--- src/rtl/sdram_frame_reader.sv ---
// sdram_frame_reader: fetches one frame of words from an Avalon-MM burst read
// port (f2h_sdram style) and streams it out through an output FIFO with
// start/end-of-frame markers. Reads are only issued when the FIFO is
// guaranteed to have room for every word already in flight plus the new burst.
module sdram_frame_reader #(
    parameter int ADDR_W     = 29,
    parameter int DATA_W     = 64,
    parameter int BURST_LEN  = 16,
    parameter int FIFO_DEPTH = 64
) (
    input  logic              clk,
    input  logic              reset_n,
    input  logic              start,
    input  logic [ADDR_W-1:0] base_addr,
    input  logic [23:0]       frame_words,
    output logic              busy,
    output logic              done,
    output logic [ADDR_W-1:0] avm_address,
    output logic [4:0]        avm_burstcount,
    output logic              avm_read,
    input  logic              avm_waitrequest,
    input  logic [DATA_W-1:0] avm_readdata,
    input  logic              avm_readdatavalid,
    output logic [DATA_W-1:0] out_data,
    output logic              out_valid,
    input  logic              out_ready,
    output logic              out_sof,
    output logic              out_eof
);

    localparam int PTR_W = $clog2(FIFO_DEPTH);
    // Wide enough for fifo occupancy + outstanding + one burst (< 4*FIFO_DEPTH).
    localparam int CNT_W = PTR_W + 2;

    localparam logic [1:0] S_IDLE        = 2'd0;
    localparam logic [1:0] S_ISSUE       = 2'd1;
    localparam logic [1:0] S_WAIT_CREDIT = 2'd2;
    localparam logic [1:0] S_DRAIN       = 2'd3;

    logic [1:0]        state;
    logic [ADDR_W-1:0] addr;
    logic [23:0]       req_left;     // words not yet requested
    logic [23:0]       pop_left;     // words not yet delivered on the stream
    logic              sof_pending;
    logic              done_r;
    logic [CNT_W-1:0]  outstanding;  // words requested but not yet returned
    logic [CNT_W-1:0]  fifo_cnt;
    logic [PTR_W-1:0]  wr_ptr;
    logic [PTR_W-1:0]  rd_ptr;
    logic [DATA_W-1:0] mem [FIFO_DEPTH];

    logic [4:0] next_bc;
    logic       credit_ok;
    logic       accept;
    logic       push;
    logic       pop;
    logic       last_pop;

    assign next_bc   = (req_left >= 24'(BURST_LEN)) ? 5'(BURST_LEN) : req_left[4:0];
    // Occupancy + in-flight can only shrink while a request waits, so once
    // credit is granted it stays valid until the burst is accepted.
    assign credit_ok = (fifo_cnt + outstanding + CNT_W'(next_bc)) <= CNT_W'(FIFO_DEPTH);
    assign accept    = avm_read && !avm_waitrequest;
    // Beats with nothing outstanding are orphans of a burst aborted by reset.
    assign push      = avm_readdatavalid && (state != S_IDLE) && (outstanding != '0);
    assign pop       = out_valid && out_ready;
    assign last_pop  = pop && (pop_left == 24'd1);

    assign busy           = (state != S_IDLE);
    assign done           = done_r;
    assign avm_read       = (state == S_ISSUE);
    assign avm_address    = addr;
    assign avm_burstcount = (state == S_ISSUE) ? next_bc : 5'd0;
    assign out_valid      = (fifo_cnt != '0);
    assign out_data       = mem[rd_ptr];
    assign out_sof        = out_valid && sof_pending;
    assign out_eof        = out_valid && (pop_left == 24'd1);

    // Frame control FSM: request bursts under credit, then wait for the stream to drain.
    // NOTE: every register here is assigned with <= so all of them update from
    // the same pre-edge values; a blocking = would leak new values into later lines.
    always_ff @(posedge clk or negedge reset_n) begin
        if (!reset_n) begin
            state       <= S_IDLE;
            addr        <= '0;
            req_left    <= '0;
            pop_left    <= '0;
            sof_pending <= 1'b0;
            done_r      <= 1'b0;
        end else begin
            done_r <= 1'b0;
            if (pop) begin
                pop_left    <= pop_left - 24'd1;
                sof_pending <= 1'b0;
            end
            case (state)
                S_IDLE: begin
                    if (start) begin
                        if (frame_words == 24'd0) begin
                            done_r <= 1'b1;
                        end else begin
                            state       <= S_ISSUE;
                            addr        <= base_addr;
                            req_left    <= frame_words;
                            pop_left    <= frame_words;
                            sof_pending <= 1'b1;
                        end
                    end
                end
                S_ISSUE: begin
                    if (accept) begin
                        addr     <= addr + ADDR_W'(next_bc);
                        req_left <= req_left - 24'(next_bc);
                        state    <= (req_left == 24'(next_bc)) ? S_DRAIN : S_WAIT_CREDIT;
                    end
                end
                S_WAIT_CREDIT: begin
                    if (credit_ok) state <= S_ISSUE;
                end
                S_DRAIN: begin
                    if (last_pop) begin
                        state  <= S_IDLE;
                        done_r <= 1'b1;
                    end
                end
                default: state <= S_IDLE;
            endcase
        end
    end

    // In-flight word count and FIFO pointers/occupancy.
    always_ff @(posedge clk or negedge reset_n) begin
        if (!reset_n) begin
            outstanding <= '0;
            fifo_cnt    <= '0;
            wr_ptr      <= '0;
            rd_ptr      <= '0;
        end else begin
            outstanding <= outstanding
                           + (accept ? CNT_W'(next_bc) : '0)
                           - (push ? CNT_W'(1) : '0);
            fifo_cnt    <= fifo_cnt + (push ? CNT_W'(1) : '0) - (pop ? CNT_W'(1) : '0);
            if (push) wr_ptr <= wr_ptr + PTR_W'(1);
            if (pop)  rd_ptr <= rd_ptr + PTR_W'(1);
        end
    end

    // FIFO storage write port.
    // NOTE: the data array has no reset; emptiness is defined by fifo_cnt, so
    // clearing the storage would only cost reset fan-out and block RAM inference.
    always_ff @(posedge clk) begin
        if (push) mem[wr_ptr] <= avm_readdata;
    end

endmodule

--- config.mk ---
export PLATFORM = sky130hd
export DESIGN_NAME = sdram_frame_reader
export DESIGN_NICKNAME = d
export VERILOG_FILES = /design/src/rtl/sdram_frame_reader.sv
export SDC_FILE = /design/constraint.sdc
export NUM_CORES = 2
export LEC_CHECK = 0
export BUFFER_PORTS_ARGS = -buffer_cell sky130_fd_sc_hd__buf_2
export CAP_MARGIN = 20
export CORE_UTILIZATION = 45
export DETAILED_ROUTE_END_ITERATION = 6
export GPL_TIMING_DRIVEN = 0
export PLACE_DENSITY_LB_ADDON = 0.15
export SYNTH_ARGS = -nofsm -noshare
export SYNTH_HDL_FRONTEND = slang
export SYNTH_SLANG_ARGS = --single-unit
--- constraint.sdc ---
create_clock -name clk -period 6.6 [get_ports clk]
set_input_delay 0.66 -clock clk [delete_from_list [all_inputs] [get_ports clk]]
set_output_delay 0.66 -clock clk [all_outputs]
set_load 0.05 [all_outputs]
Yosys cells after proc, flatten, opt, wreduce, memory -nomap -nowiden
Memories as Yosys holds them, arrays and structs flattened.
Index checks and enable logic that the tools add are counted.
{ "totals": {"out_inout_bits": 104, "mem_bits_rw": 4096, "in_bits": 123, "mem_count": 1, "word_cells": 84, "regBits": 109} }
{ "memory_table": {"columns": ["name", "depth", "word_bits", "rd", "rd_ports_with_merged_regs", "write_ports", "line_no", "source"], "rows": [
  ["mem", 64, 64, 1, 0, 1, "50", "logic [DATA_W-1:0] mem [FIFO_DEPTH];"]
]} }
{ "classes": {"eq_ne": 10, "n_lt_le_gt_ge": 2, "add_sub_neg": 11, "n_mux": 34, "reduce_logical": 16} }
{ "op_table": {"columns": ["op", "count"], "rows": [
  ["2-to-1 mux 24 bit", 7],
  ["2-to-1 mux 29 bit", 3],
  ["case mux 29 bit (2 select lines)", 1],
  ["case mux 24 bit (2 select lines)", 1],
  ["adder 29 x 5 -> 29 bit", 1],
  ["equality test 24 x 1 -> 1 bit (second input constant)", 1],
  ["equality test 24 x 5 -> 1 bit", 1],
  ["greater-or-equal comparator 24 x 5 -> 1 bit (second input constant)", 1],
  ["zero test 24 bit", 1],
  ["subtractor 24 x 1 -> 24 bit (second input constant)", 1],
  ["subtractor 24 x 5 -> 24 bit", 1],
  ["adder 8 x 5 -> 8 bit", 2],
  ["nonzero test 8 bit", 2],
  ["2-to-1 mux 5 bit", 3],
  ["adder 6 x 1 -> 6 bit (second input constant)", 2],
  ["2-to-1 mux 1 bit", 12],
  ["2-to-1 mux 2 bit", 5],
  ["adder 8 x 1 -> 8 bit", 1],
  ["adder 8 bit", 1],
  ["<= comparator 8 x 7 -> 1 bit (second input constant)", 1],
  ["!= test 2 bit (second input constant)", 4],
  ["case mux 2 bit (4 select lines)", 1],
  ["subtractor 8 x 1 -> 8 bit", 1],
  ["subtractor 8 bit", 1],
  ["other kinds (10)", 18]
]} }

Logic depth before layout (Yosys ltp)
{ "depth": {"word_depth": 6, "mapped_depth": 18, "mapped_depth_nobuf": 18} }

Least setup slack after synthesis
OpenSTA, ideal clock, no wires.
{ "synth_timing": {"path_type": "register -> register", "from": "reg state[0]", "to": "mem mem[63][0] (enable)", "setup_ps": 487, "stages_incl_launch_ff": 11, "n_path_buf": 2, "path_slack_ps": 1232, "arrival_time_ps": 4882, "cell_sequence": "dfrtp_1 > inv_1 > ha_1 > inv_1 > nand2_1 > a41oi_1 > and2_0 > clkbuf_1 > nand3_1 > clkbuf_1 > nor2_1"} }
{ "synth_via": {"elab_chain_cells": 5} }
{ "synth_lines": {"columns": ["element", "line_no", "source"], "rows": [
  ["start: declaration", "40", "logic [1:0] state;"],
  ["start signal: assignment", "114", "state <= (req_left == 24'(next_bc)) ? S_DRAIN : S_WAIT_CREDIT;"],
  ["nonzero test 2 bit", null, null],
  ["net busy", "16", "output logic busy,"],
  ["logical AND 1 bit (2 in series)", "65", "assign push = avm_readdatavalid && (state != S_IDLE) && (outstanding != '0);"],
  ["net push", "55", "logic push;"],
  ["2-to-1 mux 1 bit", "152", "if (push) mem[wr_ptr] <= avm_readdata;"],
  ["2-to-1 mux 1 bit (not written as such)", "152", null],
  ["end: declaration", "50", null]
]} }
The timed path passes the listed nets, and every way through them passes these cells.

Final worst setup path
{ "layout_timing": {"from": "reg rd_ptr[1]", "to": "out out_data[54]"} }
{ "layout_via": {"elab_chain_cells": 1} }
{ "layout_lines": {"columns": ["element", "line_no", "source"], "rows": [
  ["start: declaration", "49", "logic [PTR_W-1:0] rd_ptr;"],
  ["start signal: assignment", "144", "if (pop) rd_ptr <= rd_ptr + PTR_W'(1);"],
  ["memory (64 x 64 bit)", null, null],
  ["end: declaration", "24", "output logic [DATA_W-1:0] out_data,"]
]} }
Every way passes these cells.

==> impl_metrics.env <==
export IMPL_power_leakage_nw=59.7
export IMPL_hpwl_um=312000
export IMPL_dr_pass1_iters=5
export IMPL_fmax_ghz=0.154
export IMPL_busiest_layer="met2"
export IMPL_port_buffers=226
export IMPL_worstSetupPathType="reg2out"
export IMPL_drive_above_1_share_pct=31.3
export IMPL_grt_usage_pct=24.9
export IMPL_synth_async_reset_ratio_pct=2.59
export IMPL_met1_usage_pct=35.2
export IMPL_rows=220
export IMPL_ys_ff_latch=4205
export IMPL_period_needed_ns=6.50
export IMPL_syn_nets=7059
export IMPL_htree_levels=5
export IMPL_ys_flop_type="edfxtp_1"
export IMPL_p_comb_share_pct=33.2
export IMPL_core_mm2=0.359
export IMPL_antenna_found_initial=33
export IMPL_seqPwrFrac_pct=37.8
export IMPL_cpLargestDelayFamily="buffers and inverters"
export IMPL_worstMarginPinSlew_ns=1.16
export IMPL_setup_viol=0
export IMPL_initial_utilization_pct=45.2
export IMPL_crit_path_frequent_cell="buf_2"
export IMPL_p_int_mw=54.4
export IMPL_grt_max_degree=79
export IMPL_worst_clock_skew_ns=0.0373
export IMPL_cts_root_buffer_cell="clkbuf_16"
export IMPL_report_final_slew_viol_count=0
export IMPL_gr_total_overflow=0
export IMPL_final_common_cell="edfxtp_1"
export IMPL_ios=227
export IMPL_die_h_um=602
export IMPL_syn_inst=6881
export IMPL_grt_util_met2_pct=41.1
export IMPL_layout_area_overhead_vs_synth_pct=16.7
export IMPL_startpoint_type="flip-flop"
export IMPL_grt_use_met3_pct=3.98
export IMPL_period_share_pct=98.5
export IMPL_nets=8048
export IMPL_rrSetupSlack_ns=1.47
export IMPL_vias_per_cell=6.10
export IMPL_clkTransAtPathRegs_ns=0.06
export IMPL_clock_power_share_pct=29.0
export IMPL_cts_buffers=436
export IMPL_ys_seq_area_share_pct=77.5
export IMPL_grt_pass1_wl_um=628000
export IMPL_hold_viol=0
export IMPL_drc=0
export IMPL_rsz0062_at_grt="false"
export IMPL_vias=79303
export IMPL_status="complete, no violations"
export IMPL_syn_cell_area_mm2=0.162
export IMPL_fillers=27601
export IMPL_gp_congestion=0.802
export IMPL_netSwitchingPower_mw=27.0
export IMPL_cp_max_fo=10
export IMPL_crit_chain="buf_2 > buf_2 > buf_2 > clkbuf_1 > clkbuf_1 > a211oi_1 > a21oi_1 > a22oi_1 > nand2_1 > buf_2"
export IMPL_cp_arrival_ns=5.84
export IMPL_dieArea_mm2=0.363
export IMPL_dpl_worst_slack_ns=0.980
export IMPL_clock_path_buffers=4
export IMPL_grt_pass1_vias=80757
export IMPL_slew_headroom_pct=22.5
export IMPL_cp_slowest_cell="clkbuf_1"
export IMPL_drv_cap=0
export IMPL_wire_per_inst_um=34.8
export IMPL_syn_area_per_cell_um2=23.6
export IMPL_hold_path_class="in2reg"
export IMPL_power_ir_vdd_worst_v=0.000413
export IMPL_swShare_pct=33.2
export IMPL_synth_edf_count=4096
export IMPL_critPathBufInv=6
export IMPL_drtAntennaViolNets=0
export IMPL_p_per_area_mw_per_mm2=430
export IMPL_finalSetupTns_ns=0
export IMPL_ys_types=77
export IMPL_cts_tree="done"
export IMPL_die_w_um=602
export IMPL_finalWorstSetupSlack_ns=0.100
export IMPL_ys_warn_count=0
export IMPL_clock_latency_ns=0.99
export IMPL_drt_initial_drc_count=10220
export IMPL_critPathCaptureType="output port"
export IMPL_slowest_delay_ns=0.78
export IMPL_routed_wirelength_um=452000
export IMPL_worstPathRequired_ns=5.94
export IMPL_clock_sinks=4205
export IMPL_mostFrequentLayoutCells="4096 x edfxtp_1, 1257 x mux4_2, 442 x clkbuf_16"
-- stage by stage --
| step | power (mW) | util (%) | hold slack, ns | cell area (um^2) | std cells |
|---|---|---|---|---|---|
| after floorplan | 47.8 | - | 0.364 | 162000 | 6881 |
| after global placement | 57.7 | 47.2 | 0.477 | 169000 | 11880 |
| after detailed placement | 58.6 | 48.6 | 0.500 | 175000 | 12111 |
| after global routing | 84.0 | 52.7 | 0.00183 | 189000 | 13001 |
| final | 81.4 | 52.7 | 0.0344 | 189000 | 13009 |
| after CTS | 82.1 | 52.5 | 0.0918 | 189000 | 12959 |
-- synthesized netlist by cell type (10+ instances only) --
| cell type | number | area (um^2) |
|---|---|---|
| xnor2_1 | 39 | 342 |
| o21ai_0 | 51 | 255 |
| buf_1 | 39 | 146 |
| clkbuf_1 | 192 | 721 |
| nor3_1 | 29 | 145 |
| mux4_2 | 1257 | 28300 |
| edfxtp_1 | 4096 | 123000 |
| nor2_1 | 155 | 582 |
| inv_1 | 63 | 236 |
| buf_2 | 121 | 606 |
| a22oi_1 | 141 | 1060 |
| xor2_1 | 13 | 114 |
| nand4_1 | 11 | 68.8 |
| ha_1 | 46 | 576 |
| nand2_1 | 121 | 454 |
| mux2i_1 | 33 | 330 |
| a211oi_1 | 26 | 195 |
| dfrtp_1 | 109 | 2730 |
| o22ai_1 | 10 | 62.6 |
| nor4_1 | 15 | 93.8 |
| nor2b_1 | 28 | 175 |
| a21oi_1 | 107 | 536 |
| nand3_1 | 27 | 135 |
-- state kept, by name (all words and copies together) (netlist names) --
signal,flops
state,2
fifo_cnt,8
sof_pending,1
done,1
outstanding,8
avm_address,29
wr_ptr,6
pop_left,24
rd_ptr,6
mem,4096
req_left,24
-- path summary, 6_finish.rpt --
check	cells after the start	endpoint	from
max	10	out_data[54]	rd_ptr[1]$_DFFE_PN0P_
min	1	mem[24][49]$_DFFE_PP_	avm_readdata[49]
max reg2reg	11	mem[25][34]$_DFFE_PP_	state[0]$_DFFE_PN0P_
min reg2reg	1	wr_ptr[2]$_DFFE_PN0P_	wr_ptr[2]$_DFFE_PN0P_
max in group asynchronous	3	req_left[18]$_DFFE_PN0P_	reset_n
min in group asynchronous	2	avm_address[3]$_DFFE_PN0P_	reset_n
-- metal layers --
layer  up-vias  routed length (um)
met4         2               10100
met5         -                  13
met3       621               35200
met2      3448              223000
met1     43606              184000
li1      31626                   -
-- kinds of logic after synthesis --
group                      share of synthesized area [%]
AOI/OAI and AO/OA                                   1.62
xor gates and xnor gates                           0.281
adders and majority gates                          0.466
buffers and inverters                               1.12
DFF                                                 77.5
muxes                                               17.7
other                                            0.00231
and+or+nand+nor                                     1.32
-- area by class of cell --
class,count,area (um^2),share of cell area (%)
antenna,12,30.0,0.0159
inverter,63,236,0.125
sequential,4205,126000,66.4
tap,4773,5970,3.16
timing repair buffer,551,7090,3.74
clock inverter,255,2040,1.08
buffer,363,1620,0.855
clock buffer,537,11400,6.04
multi-input combinational,2250,35100,18.6
-- power by group through the flow --
stage                     clock network, mW  logic, mW  registers (mW)
final                                  23.6       27.0            30.8
after global routing                   24.9       28.3            30.9
after CTS                              23.9       27.3            30.8
after detailed placement                  0       27.2            31.4
after global placement                    0       26.2            31.5
after floorplan                           0       16.4            31.5
-- timing repair --
action,in CTS,in global routing
endpoints found under the setup margin,5,1
setup buffers,0,0
endpoints found under the hold margin,111,27
hold buffers,56,7
gates resized for setup,2,1
pin swaps,0,0
No activity file was read; power rests on OpenSTA's default activity.
